$ cat src/rtl/proj4_pkg.sv
// Shared constants and types for the parking-meter seven-segment display.
// Segment patterns are active-low, ordered {g,f,e,d,c,b,a}.
package proj4_pkg;

    localparam logic [6:0] SEG_0     = 7'b1000000;
    localparam logic [6:0] SEG_1     = 7'b1111001;
    localparam logic [6:0] SEG_2     = 7'b0100100;
    localparam logic [6:0] SEG_3     = 7'b0110000;
    localparam logic [6:0] SEG_4     = 7'b0011001;
    localparam logic [6:0] SEG_5     = 7'b0010010;
    localparam logic [6:0] SEG_6     = 7'b0000010;
    localparam logic [6:0] SEG_7     = 7'b1111000;
    localparam logic [6:0] SEG_8     = 7'b0000000;
    localparam logic [6:0] SEG_9     = 7'b0010000;
    localparam logic [6:0] SEG_DASH  = 7'b0111111;
    localparam logic [6:0] SEG_BLANK = 7'b1111111;

    localparam logic [15:0] LOW_THRESH = 16'h0200;

    typedef enum logic [1:0] {
        STEADY = 2'd0,
        LOW    = 2'd1,
        ZERO   = 2'd2
    } mode_t;

    // A value with any non-BCD digit is not a real time, so it never flashes.
    function automatic mode_t compute_mode(input logic [15:0] value);
        logic invalid;
        invalid = (value[15:12] > 4'd9) || (value[11:8] > 4'd9) ||
                  (value[7:4]   > 4'd9) || (value[3:0]  > 4'd9);
        if (invalid || value >= LOW_THRESH)
            return STEADY;
        else if (value == 16'h0000)
            return ZERO;
        else
            return LOW;
    endfunction

endpackage

$ cat src/rtl/proj4_display_bcd_to_seg7.sv
// BCD nibble to active-low seven-segment pattern; non-BCD codes show a dash.
// Shared with the top-level debug display.
module bcd_to_seg7
    import proj4_pkg::*;
(
    input  logic [3:0] nibble,
    output logic [6:0] seg
);

    always_comb begin
        // NOTE: the default arm assigns seg on every path, so no latch is inferred.
        case (nibble)
            4'd0:    seg = SEG_0;
            4'd1:    seg = SEG_1;
            4'd2:    seg = SEG_2;
            4'd3:    seg = SEG_3;
            4'd4:    seg = SEG_4;
            4'd5:    seg = SEG_5;
            4'd6:    seg = SEG_6;
            4'd7:    seg = SEG_7;
            4'd8:    seg = SEG_8;
            4'd9:    seg = SEG_9;
            default: seg = SEG_DASH;
        endcase
    end

endmodule

$ cat src/rtl/proj4_display.sv
// Four-digit multiplexed seven-segment driver with the meter blink policy:
// steady at 0200+, 1 s flash for 0001..0199, 0.5 s flash at 0000.
module proj4_display
    import proj4_pkg::*;
#(
    parameter int REFRESH_DIV  = 100000,
    parameter int HALF_SEC_DIV = 50000000
) (
    input  logic        clk,
    input  logic        reset,
    input  logic [15:0] d,
    output logic [3:0]  an,
    output logic [6:0]  seg,
    output logic        dp
);

    localparam int RW = (REFRESH_DIV  > 1) ? $clog2(REFRESH_DIV)  : 1;
    localparam int HW = (HALF_SEC_DIV > 1) ? $clog2(HALF_SEC_DIV) : 1;
    localparam logic [RW-1:0] R_LAST = RW'(REFRESH_DIV - 1);
    localparam logic [HW-1:0] H_LAST = HW'(HALF_SEC_DIV - 1);

    logic [15:0]   d_q;
    logic [RW-1:0] rcnt;
    logic [1:0]    idx;
    logic [HW-1:0] hcnt;
    logic [1:0]    phase;
    mode_t         mode_q;
    mode_t         mode_next;
    logic          blank;
    logic [3:0]    nibble;
    logic [6:0]    digit_seg;

    assign dp        = 1'b1;
    assign mode_next = compute_mode(d_q);
    assign nibble    = d_q[{idx, 2'b00} +: 4];

    always_comb begin
        blank = 1'b0;
        case (mode_q)
            LOW:     blank = phase[1];
            ZERO:    blank = phase[0];
            default: blank = 1'b0;
        endcase
    end

    bcd_to_seg7 u_dec (
        .nibble (nibble),
        .seg    (digit_seg)
    );

    // NOTE: sequential state uses non-blocking assignments so every register
    // samples pre-edge values regardless of statement order.
    always_ff @(posedge clk) begin
        if (reset) begin
            d_q  <= 16'h0000;
            rcnt <= '0;
            idx  <= 2'd0;
        end else begin
            d_q <= d;
            if (rcnt == R_LAST) begin
                rcnt <= '0;
                idx  <= idx + 2'd1;
            end else begin
                rcnt <= rcnt + 1'b1;
            end
        end
    end

    // A mode change restarts the blink so the new mode opens in its ON phase.
    always_ff @(posedge clk) begin
        if (reset) begin
            mode_q <= STEADY;
            hcnt   <= '0;
            phase  <= 2'd0;
        end else if (mode_q != mode_next) begin
            mode_q <= mode_next;
            hcnt   <= '0;
            phase  <= 2'd0;
        end else if (mode_q == STEADY) begin
            hcnt  <= '0;
            phase <= 2'd0;
        end else if (hcnt == H_LAST) begin
            hcnt  <= '0;
            phase <= phase + 2'd1;
        end else begin
            hcnt <= hcnt + 1'b1;
        end
    end

    always_ff @(posedge clk) begin
        if (reset) begin
            an  <= 4'b1111;
            seg <= SEG_BLANK;
        end else if (blank) begin
            an  <= 4'b1111;
            seg <= SEG_BLANK;
        end else begin
            an  <= ~(4'b0001 << idx);
            seg <= digit_seg;
        end
    end

endmodule

$ cat config.mk
export PLATFORM = sky130hd
export DESIGN_NAME = proj4_display
export DESIGN_NICKNAME = d
export VERILOG_FILES = /design/src/rtl/proj4_pkg.sv /design/src/rtl/proj4_display_bcd_to_seg7.sv /design/src/rtl/proj4_display.sv
export SDC_FILE = /design/constraint.sdc
export NUM_CORES = 1
export LEC_CHECK = 0
export ABC_AREA = 1
export CAP_MARGIN = 40
export CORE_MARGIN = 2
export CORE_UTILIZATION = 58
export CTS_CLUSTER_SIZE = 28
export DETAILED_ROUTE_END_ITERATION = 6
export GPL_TIMING_DRIVEN = 0
export PLACE_DENSITY = 0.79
export SETUP_SLACK_MARGIN = 0.05
export SLEW_MARGIN = 20
export SYNTH_ARGS = -nofsm -noshare
export SYNTH_HDL_FRONTEND = slang
export SYNTH_HIERARCHICAL = 1
export SYNTH_SLANG_ARGS = --single-unit
$ cat constraint.sdc
create_clock -name clk -period 2.4 [get_ports clk]
set_clock_uncertainty 0.2 [all_clocks]
set_input_delay 0.36 -clock clk [delete_from_list [all_inputs] [get_ports clk]]
set_output_delay 0.36 -clock clk [all_outputs]
set_load 0.05 [all_outputs]
==> results of run 1 <==
logic make-up after synthesis:
family	Yosys count
AO/OA/AOI/OAI	32
adder cells (fa/ha/maj)	14
flip-flops	76
other	1
AND/OR/NAND/NOR	305
buffers and inverters	109
XOR/XNOR	23
where the power goes:
group / leakage, nW / total [mW] / switching (mW) / internal (mW)
combinational: 1.15 / 0.203 / 0.122 / 0.0812
sequential: 0.620 / 1.31 / 0.0178 / 1.29
clock: 0.0868 / 0.904 / 0.515 / 0.389
total: 1.86 / 2.42 / 0.655 / 1.76
worst max-delay path, stage by stage, from the launching register on:
cell and delay (ps):
dfxtp_1 340, clkbuf_2 180, inv_2 190, nor2_1 80
o22ai_2 240, inv_1 140, ha_1 300, nand2_1 70
nand3_1 120, nand2_1 50, inv_1 40, nand2_1 40
per-stage QoR:
stage | setup TNS, ps | hold WS [ps]
floorplan | 0 | 218
global placement | -48.3 | 228
detailed placement | -127 | 243
CTS | 0 | 257
global route | 0 | 285
finish | 0 | 255
layout make-up:
type / instances / area (um2)
multi-input cells: 375 / 1870
inverters: 100 / 375
flip-flops and latches: 76 / 1520
fillers: 541 / 1980
repair buffers: 28 / 280
plain buffers: 8 / 51.3
clock buffers: 9 / 124
clock inverters: 7 / 58.8
well taps: 77 / 96.3
sequential cells by signal, indices dropped and copies added (netlist names):
| signal | flops |
|---|---|
| seg | 7 |
| hcnt | 26 |
| phase | 2 |
| d_q | 16 |
| rcnt | 17 |
| an | 4 |
| mode_q | 2 |
| idx | 2 |
worst paths after layout:
| check | start | to | slack [ps] | cells past startpoint |
|---|---|---|---|---|
| max | idx[0] | seg[3] | 290 | 11 |
| min | hcnt[0] | hcnt[0] | 260 | 1 |
| max reg2reg | idx[0] | seg[3] | 290 | 11 |
| min reg2reg | hcnt[0] | hcnt[0] | 260 | 1 |
Yosys cell counts:
cell type,n,share of area [%]
nand3b_1,3,0.59
ha_1,14,4.6
a31oi_1,1,0.16
buf_6,2,0.59
buf_1,1,0.099
nand3_1,31,4.1
nor2_1,115,11
o22ai_1,3,0.49
nor2_2,2,0.33
inv_2,2,0.20
nor3_1,15,2.0
nor4_1,1,0.16
nor2b_1,1,0.16
inv_1,98,9.7
buf_2,1,0.13
a21oi_1,13,1.7
nand2_2,2,0.33
conb_1,1,0.099
buf_4,1,0.20
dfxtp_1,76,40
or2_1,1,0.16
or2_2,2,0.33
nor3_2,1,0.26
o21ai_0,14,1.8
nand4_1,8,1.3
xnor2_1,5,1.2
nor3_4,2,0.86
a22o_1,1,0.23
clkbuf_1,4,0.39
xor2_1,18,4.1
nand3_2,1,0.26
nand2_1,118,12
nor3b_1,2,0.39
routing by layer:
layer  routed length [um]  share of wire (%)  global-route usage (%)
met3                  278                3.7                    4.96
met2                 3500                 46                    36.2
met4                  140                1.8                    10.7
met5                    0                  0                       0
met1                 3660                 48                    29.4
timing repair:
| action | CTS | global route |
|---|---|---|
| hold endpoints to repair | 0 | 0 |
| setup buffers | 0 | 0 |
| resized for setup | 0 | 6 |
| endpoints found under the setup margin | 3 | 7 |
| hold buffers | 0 | 0 |
==> summary.txt, run 1 <==
Status
  – Status: finished clean

STA
  – Worst-margin pin slew: 556 ps
  – Final min period: 2110 ps
  – RSZ-0062 raised after global routing: false
  – Final period util: 87.9%
  – Max Clk Rate: 474 MHz
  – Final Slew Violations: 0
  – # setup viols final: 0
  – Worst slew margin: approximately 63%
  – Endpoints failing hold: 0
  – Worst setup margin: 291 ps

Yosys
  – Adder-cell area share of the yosys netlist: 4.61%
  – Multiplexer share of the synthesized area: 0%
  – Simple-Gate Fraction of Synth Area: 34.2%
  – Syn_area_per_cell: 6.79 um2
  – Largest family of logic cells by synthesized area: simple AND/OR/NAND/NOR gates
  – Synth cell types: 33
  – Register area share after synthesis: 40.0%
  – Compound-Gate Fraction of Synth Area: around 4.4%
  – Synth warnings: 6
  – Post-Syn Nets: 592
  – Flops & latches, synth: 76
  – Mapped Area: between 0.003 and 0.004 mm2
  – XOR/XNOR Fraction of Synth Area: 5.30%
  – Syn Inst Count: 560

Placed design
  – # placed instances: 665
  – Setup slack after placement: -92.9 ps
  – Dpl hpwl: 5700 um
  – IO buf count: 28
  – Placer Congestion: 0.963
  – Post-DP Area: around 0.0042 mm2

Worst setup path
  – CP arrival: about 2200 ps
  – Critical Path RT: 2440 ps
  – Critical Path Sink Type: register
  – Setup CP Type: register to register
  – CP Launch Type: register
  – CP max FO: 12

Layout
  – Commonest non-fill, non-tap cell in the layout: nand2_1
  – Area delta synth->final: 15.1%
  – Number of cells in the finished layout apart from fillers: a little under 700
  – Commonest non-fill, non-tap cells in the layout: 118 x nand2_1, 115 x nor2_1, 97 x inv_1
  – Fin area: roughly 0.0044 mm2
  – Layout cells sized above 1: 6.14%
  – Final nets: 630
  – Ant diodes: 0
  – Layout Utilization: 68.9%

Drt
  – Wirelength per Cell: between 10 and 15 um
  – # DRC: 0
  – Vias: 3352
  – WL final: 7570 um
  – First-pass DRT Iterations: 4
  – Vias per inst: 4.93
  – Drt initial violations: 138
  – Antenna violation net count after detailed routing: 0

Floorplanning
  – Die Ht: 85.0 um
  – I/O Pins: 30
  – Core box area: 0.00635 mm2
  – Initial Util: 59.9%
  – Core Rows: 29
  – Die extent in x: 85.0 um
  – Die area: approximately 0.0072 mm2

Power
  – Power Total: roughly 2.4 mW
  – PD cells: between 500 and 600 mW/mm2
  – Leakage: 1.86 nW
  – Maximum VDD drop: 469 uV

Global routing
  – Tot GR Track Use: 22.7%
  – First-pass GRT wire length: about 13000 um
  – Total congestion overflow: 0
  – Initial antenna violation count: 0
  – Vias in the first global route: 3238
  – Largest net degree at the start of global routing: 16

Clocking
  – Root Driver: clkbuf_8
  – CTS tree: built
  – Clk pin slew, worst setup/hold paths: 90 ps
  – Clock Path Buffers: 2
  – Clk Latency, worst-skew pair: 360 ps
  – Clock sink count: 76
  – Htree depth: 3
  – Num CTS Buffers: 9

Worst hold path
  – Hold Crit Class: register to register

Job
  – Maxcap violations: 0
Note: power is estimated with default switching activity, not from simulation.
==> run 2: changes to the inputs <==
--- a/config.mk
+++ b/config.mk
@@ -5,10 +5,9 @@
 export SDC_FILE = /design/constraint.sdc
 export NUM_CORES = 1
 export LEC_CHECK = 0
-export ABC_AREA = 1
 export CAP_MARGIN = 40
-export CORE_MARGIN = 2
-export CORE_UTILIZATION = 58
+export CORE_MARGIN = 10
+export CORE_UTILIZATION = 57
 export CTS_CLUSTER_SIZE = 28
 export DETAILED_ROUTE_END_ITERATION = 6
 export GPL_TIMING_DRIVEN = 0
==> run 2 against run 1 <==
Via count decreased by 26%. Sequential share of layout area rose by 2.7 points. Design area decreased by 7.2%. Global-route usage down 9.4 points. Worst hold slack got worse by 14 ps. Clock power grew 17%. First-iteration DRC count decreased by 28%. Routed wire length down 17%. Register-to-register slack lost 150 ps. Critical endpoint is now hcnt[16]. Largest cell class unchanged.
==> summary.txt, run 2 <==
Status
  – Status: finished clean

Worst setup path
  – CP Launch Type: register
  – CP max FO: 10 (-2)
  – CP arrival: 2340 ps (+190 ps)
  – Critical Path RT: 2490 ps (+50 ps)
  – Critical Path Sink Type: register
  – Crit-path slowest cell: or4_4
  – Setup CP Type: register to register
  – Largest delay contributor family on the critical path: simple AND/OR/NAND/NOR gates
  – Crit-path cells: or4_4 > and4b_2 > mux2i_2 > mux2i_4 > buf_12 > buf_6 > nor2_1
  – WP buf/inv: 2 (-2)
  – CP max stage delay: 530 ps (+190 ps)

Layout
  – Commonest non-fill, non-tap cells in the layout: 76 x dfxtp_1, 43 x nor2_1, 28 x clkdlybuf4s50_1
  – Fillers: 464 (-14%)
  – Final nets: 429 (-32%)
  – Layout cells sized above 1: 9.45% (+3.3 points)
  – Commonest non-fill, non-tap cell in the layout: dfxtp_1
  – Top Registers: hcnt (26), rcnt (17), d_q (16)
  – Most flop-heavy register: hcnt
  – Area delta synth->final: 18.7%
  – Ant diodes: 0 (unchanged)
  – Max reg flops: 26 (unchanged)

Drt
  – # DRC: 0 (unchanged)
  – WL final: 6270 um (-17%)
  – Wirelength per Cell: 13.1 um (+18%)
  – First-pass DRT Iterations: 4 (unchanged)
  – Antenna violation net count after detailed routing: 0 (unchanged)
  – Vias: 2481 (-26%)
  – Drt initial violations: 100 (-28%)
  – Vias per inst: 5.20 (+5.5%)

STA
  – Worst-margin pin slew: 510 ps (-45.3 ps)
  – RSZ-0062 raised after global routing: false
  – Worst setup margin: 144 ps (-147 ps)
  – Worst slew margin: 65.9% (+2.9 points)
  – Final Slew Violations: 0 (unchanged)
  – Max Clk Rate: 443 MHz (-6.5%)
  – Final period util: 94.0% (+6.1 points)
  – Final min period: 2260 ps (+147 ps)
  – Endpoints failing hold: 0 (unchanged)
  – # setup viols final: 0 (unchanged)

Power
  – Leakage: 1.42 nW (-24%)
  – PD cells: 632 mW/mm2 (+14%)
  – Power Total: 2.56 mW (+6.2%)
  – Maximum VDD drop: 432 uV (-8.0%)

Floorplanning
  – Core box area: 0.00589 mm2 (-7.3%)
  – I/O Pins: 30 (unchanged)
  – Core Rows: 28 (-3.4%)
  – Die area: 0.00950 mm2 (+32%)
  – Die Ht: 97.5 um (+15%)
  – Die extent in x: 97.5 um (+15%)
  – Initial Util: 58.1% (-1.8 points)

Clocking
  – Root Driver: clkbuf_8
  – Clk Latency, worst-skew pair: 350 ps (about the same)
  – Htree depth: 3 (unchanged)
  – Clock sink count: 76 (unchanged)
  – Hold bufs inserted after CTS: 0 (unchanged)
  – CTS tree: built
  – Num CTS Buffers: 9 (unchanged)
  – Clk pin slew, worst setup/hold paths: 80 ps (about the same)
  – Clock Path Buffers: 2 (unchanged)

Yosys
  – Mapped Area: 0.00342 mm2 (-10%)
  – Top post-synthesis cells by count: 76 x dfxtp_1, 43 x nor2_1, 23 x nor3_1, 23 x xnor2_1, 19 x xor2_1
  – Top cell type's share of synthesized area: 44.5% (+4.5 points)
  – Syn Inst Count: 357 (-36%)
  – Synth warnings: 6 (unchanged)
  – Area leader, netlist: dfxtp_1
  – Flops & latches, synth: 76 (unchanged)
  – Top_reg_cell synth: dfxtp_1
  – Async S/R FF share, synth: 0% (unchanged)
  – Cell with the most instances after synthesis: dfxtp_1
  – Syn_area_per_cell: 9.58 um2 (+41%)
  – Synth area leaders: dfxtp_1 44%, xnor2_1 5.9%, ha_1 5.1%, xor2_1 4.9%, nor2_1 4.7%
  – Post-Syn Nets: 389 (-34%)
  – Synth cell types: 49 (+48%)
  – Number of flops mapped to enable cells by yosys: 0 (unchanged)
  – Register area share after synthesis: 44.5% (+4.5 points)

Job
  – Maxcap violations: 0 (unchanged)

Placed design
  – Placer Congestion: 0.802 (-17%)
  – Setup slack after placement: -60.0 ps (+32.8 ps)
  – IO buf count: 28 (unchanged)
  – Dpl hpwl: 4480 um (-21%)

Global routing
  – Initial antenna violation count: 0 (unchanged)
  – Total congestion overflow: 0 (unchanged)
  – Largest net degree at the start of global routing: 13 (-3)
  – Tot GR Track Use: 13.4% (-9.4 points)
  – Vias in the first global route: 2453 (-24%)
  – First-pass GRT wire length: 10700 um (-20%)

Worst hold path
  – Hold Crit Class: register to register
==> run 2: changes by cell type after synthesis, moves of 7 or more <==
| cell | delta |
|---|---|
| nand4_1 | +7 |
| nand3_1 | -20 |
| nor2b_1 | +16 |
| nor2_1 | -72 |
| inv_1 | -86 |
| a21oi_1 | -8 |
| o21ai_0 | -11 |
| nor3_1 | +8 |
| nand2b_1 | +8 |
| xnor2_1 | +18 |
| nand2_1 | -102 |
==> run 2: worst paths after layout <==
| kind | start | end | slack [ps] | cells after the start |
|---|---|---|---|---|
| worst min-delay path | rcnt[0] | rcnt[0] | 240 | 1 |
| worst max register to register | d_q[14] | hcnt[16] | 140 | 7 |
| worst min register to register | rcnt[0] | rcnt[0] | 240 | 1 |
| worst max-delay path | d_q[14] | hcnt[16] | 140 | 7 |
==> run 2: stage by stage <==
stage               cell area (um2)  utilization (%)  TNS, ps  cells  hold WS [ps]
finish                         4060             68.9        0    477           241
global route                   4060             68.9        0    477           314
CTS                            4010             68.2        0    476           247
detailed placement             3790             64.5     -382    460           234
global placement               3790             64.5    -48.5    460           228
floorplan                      3420                -        0    357           212
==> run 2: layout make-up <==
class	count	area, um2	share of cell area, %
Sequential cell	76	1520	37.5
Tap cell	75	93.8	2.31
Buffer	14	92.6	2.28
Clock buffer	12	145	3.58
Clock inverter	4	72.6	1.79
Timing Repair Buffer	30	308	7.59
Inverter	12	45.0	1.11
Multi-Input combinational cell	254	1780	43.8
==> run 2: timing repair <==
item | 4_1_cts | 5_1_grt
gates cloned | 0 | 0
buffers inserted | 0 | 2
endpoints found under the hold margin | 0 | 0
pin swaps | 0 | 1
gates resized for setup | 1 | 5
endpoints found under the setup margin | 3 | 21
==> run 2: logic make-up after synthesis <==
group / Yosys count / share of synthesized area (%)
flops: 76 / 44.5
other cells: 1 / 0.110
simple gates: 177 / 29.2
xor+xnor: 42 / 10.8
compound gates: 12 / 2.05
fa+ha+maj: 14 / 5.12
mux: 8 / 4.28
buf+inv: 27 / 4.02
==> run 2: where the power goes <==
part           internal, mW  switching, mW  total (mW)
Combinational        0.0952          0.102       0.198
Clock                 0.613          0.448        1.06
Sequential             1.29         0.0149        1.31
Total                  2.00          0.565        2.56
==> run 2: layer usage <==
layer / global-route usage (%) / vias up / wire length [um]
met5: 0 / - / 0
met4: 8.39 / 0 / 123
met3: 3.27 / 10 / 218
met2: 21.0 / 40 / 2980
met1: 15.9 / 1140 / 2940
li1: - / 1291 / -
==> run 3: changes to the inputs <==
--- a/config.mk
+++ b/config.mk
@@ -12,6 +12,7 @@
 export DETAILED_ROUTE_END_ITERATION = 6
 export GPL_TIMING_DRIVEN = 0
 export PLACE_DENSITY = 0.79
+export RECOVER_POWER = 100
 export SETUP_SLACK_MARGIN = 0.05
 export SLEW_MARGIN = 20
 export SYNTH_ARGS = -nofsm -noshare
==> run 3 against run 2 <==
Register-to-register slack got worse by 20 ps. Cell count unchanged. Flip-flop and latch count unchanged. Via count about the same. Die area unchanged. Highest routed layer unchanged.
==> summary.txt, run 3 (synthesis gave the netlist of run 2 again) <==
Global routing
  – M3 GR Usage: 3.27% (unchanged)
  – Total congestion overflow: 0 (unchanged)
  – First-pass GRT wire length: 10700 um (unchanged)
  – Largest net degree at the start of global routing: 13 (unchanged)
  – GR Layer Usage met2: 21.0% (unchanged)
  – Tot GR Track Use: 13.4% (unchanged)
  – Initial antenna violation count: 0 (unchanged)
  – Met1 usage: 15.9% (unchanged)
  – Most used routing layer: met2
  – Vias in the first global route: 2453 (unchanged)

STA
  – # setup viols final: 0 (unchanged)
  – Setup TNS: 0 ps (unchanged)
  – Final min period: 2280 ps (+19.2 ps)
  – Max Clk Rate: 439 MHz (-0.84%)
  – RSZ-0062 raised after global routing: false
  – Worst-margin pin slew: 518 ps (+7.31 ps)
  – Final period util: 94.8% (+0.80 points)
  – Worst slew margin: 65.4% (-0.49 points)
  – Final Slew Violations: 0 (unchanged)
  – Endpoints failing hold: 0 (unchanged)
  – Worst setup margin: 125 ps (-19.2 ps)

Floorplanning
  – Core Rows: 28 (unchanged)
  – Core box area: 0.00589 mm2 (unchanged)
  – Initial Util: 58.1% (unchanged)
  – Die extent in x: 97.5 um (unchanged)
  – Die area: 0.00950 mm2 (unchanged)
  – Die Ht: 97.5 um (unchanged)
  – I/O Pins: 30 (unchanged)

Clocking
  – Clk pin slew, worst setup/hold paths: 80 ps (about the same)
  – Clock sink count: 76 (unchanged)
  – CTS tree: built
  – Htree depth: 3 (unchanged)
  – Clock Path Buffers: 2 (unchanged)
  – Hold bufs inserted after CTS: 0 (unchanged)
  – Root Driver: clkbuf_8
  – Clk Latency, worst-skew pair: 350 ps (about the same)
  – Num CTS Buffers: 9 (unchanged)

Drt
  – Drt initial violations: 112 (+12%)
  – First-pass DRT Iterations: 5 (+1)
  – Wirelength per Cell: 13.2 um (+0.21%)
  – Antenna violation net count after detailed routing: 0 (unchanged)
  – Vias per inst: 5.20 (about the same)
  – WL final: 6280 um (+0.21%)
  – Vias: 2482 (+0.040%)
  – # DRC: 0 (unchanged)

Layout
  – Fin area: 0.00405 mm2 (-0.22%)
  – Fillers: 467 (+0.65%)
  – Area delta synth->final: 18.4%
  – Top Registers: hcnt (26), rcnt (17), d_q (16)
  – Commonest non-fill, non-tap cell in the layout: dfxtp_1
  – Layout Utilization: 68.8% (-0.15 points)
  – Ant diodes: 0 (unchanged)
  – Max reg flops: 26 (unchanged)
  – Layout cells sized above 1: 8.96% (-0.50 points)
  – Commonest non-fill, non-tap cells in the layout: 76 x dfxtp_1, 43 x nor2_1, 24 x nor3_1
  – Final nets: 429 (unchanged)
  – Most flop-heavy register: hcnt

Power
  – PD cells: 631 mW/mm2 (-0.14%)
  – Power Total: 2.56 mW (-0.36%)
  – Leakage: 1.41 nW (-1.2%)
  – Sw Pwr: 0.562 mW (-0.63%)
  – Internal: 1.99 mW (-0.28%)
  – Switch share: 22.0% (-0.061 points)
  – Combinational Power Share: 7.5% (-0.2 points)
  – Power share of the clock group: 41.4% (about the same)
  – Flop pwr share: 51.1% (+0.2 points)
  – Maximum VDD drop: 428 uV (-0.86%)

Worst hold path
  – Hold Path End: rcnt[0]
  – Hold Crit Class: register to register
  – Min-delay src: rcnt[0]
  – Hold depth: 1 (unchanged)

Worst setup path
  – Reg-to-Reg Start: d_q[14]
  – CP arrival: 2360 ps (+20 ps)
  – R2R Path End: hcnt[16]
  – Setup CP Type: register to register
  – CP max FO: 10 (unchanged)
  – Reg2Reg Depth: 7 (unchanged)
  – Critical Path Sink Type: register
  – Critical Path RT: 2490 ps (about the same)
  – CP max stage delay: 550 ps (+20 ps)
  – Crit-path slowest cell: or4_1
  – CP Launch Type: register
  – Crit-path cells: or4_1 > and4b_2 > mux2i_2 > mux2i_4 > buf_12 > buf_6 > nor2_1
  – Crit path from: d_q[14]
  – Flop2flop setup slack: 120 ps (-20 ps)

Status
  – Status: finished clean

Job
  – Maxcap violations: 0 (unchanged)

Placed design
  – Placer Congestion: 0.802 (unchanged)
  – Dpl hpwl: 4480 um (unchanged)
  – IO buf count: 28 (unchanged)
  – Setup slack after placement: -60.0 ps (unchanged)
  – Post-DP Area: 0.00379 mm2 (unchanged)
run 3: critical path, delay by kind of cell, from the launching register on:
kind          cells  cell delay [ps]
simple gates      3             1010
mux               2              390
flops             1              320
buf+inv           2              300
run 3: worst max-delay path by stage:
stage,slack [ps],cells after the start,to
after global placement,-20,6,hcnt[19]
after detailed placement,-60,6,hcnt[19]
final,120,7,hcnt[16]
after floorplan,210,6,seg[2]
after CTS,70,6,hcnt[13]
after global routing,30,7,hcnt[16]
run 3: power by group through the flow:
stage | Clock, mW | Combinational [mW] | Sequential [mW]
global route | 1.12 | 0.210 | 1.31
global placement | 0 | 0.195 | 1.33
floorplan | 0 | 0.0919 | 1.37
CTS | 1.08 | 0.197 | 1.31
detailed placement | 0 | 0.197 | 1.34
finish | 1.06 | 0.192 | 1.31
run 3: layout make-up:
class | count | area (um2) | area share [%]
inverters | 12 | 45.0 | 1.11
clock inverters | 4 | 72.6 | 1.79
well taps | 75 | 93.8 | 2.32
clock buffers | 12 | 145 | 3.58
plain buffers | 14 | 92.6 | 2.29
multi-input cells | 254 | 1770 | 43.7
repair buffers | 30 | 308 | 7.60
flip-flops and latches | 76 | 1520 | 37.6
run 3: per-stage QoR:
step	hold slack (ps)	std cells
final	241	477
after detailed placement	234	460
after floorplan	212	357
after CTS	247	476
after global routing	318	477
after global placement	228	460
run 3: routing by layer:
metal  part of all wire, %  vias to the layer above
li1                      -                     1292
met1                    47                     1143
met2                    48                       38
met3                   3.6                        9
met4                   1.6                        0
met5                     0                        -
run 3: timing repair:
action,4_1_cts,5_1_grt
setup buffers,0,2
endpoints found under the setup margin,3,21
resized for setup,1,5
pin swaps,0,1
hold endpoints to repair,0,0
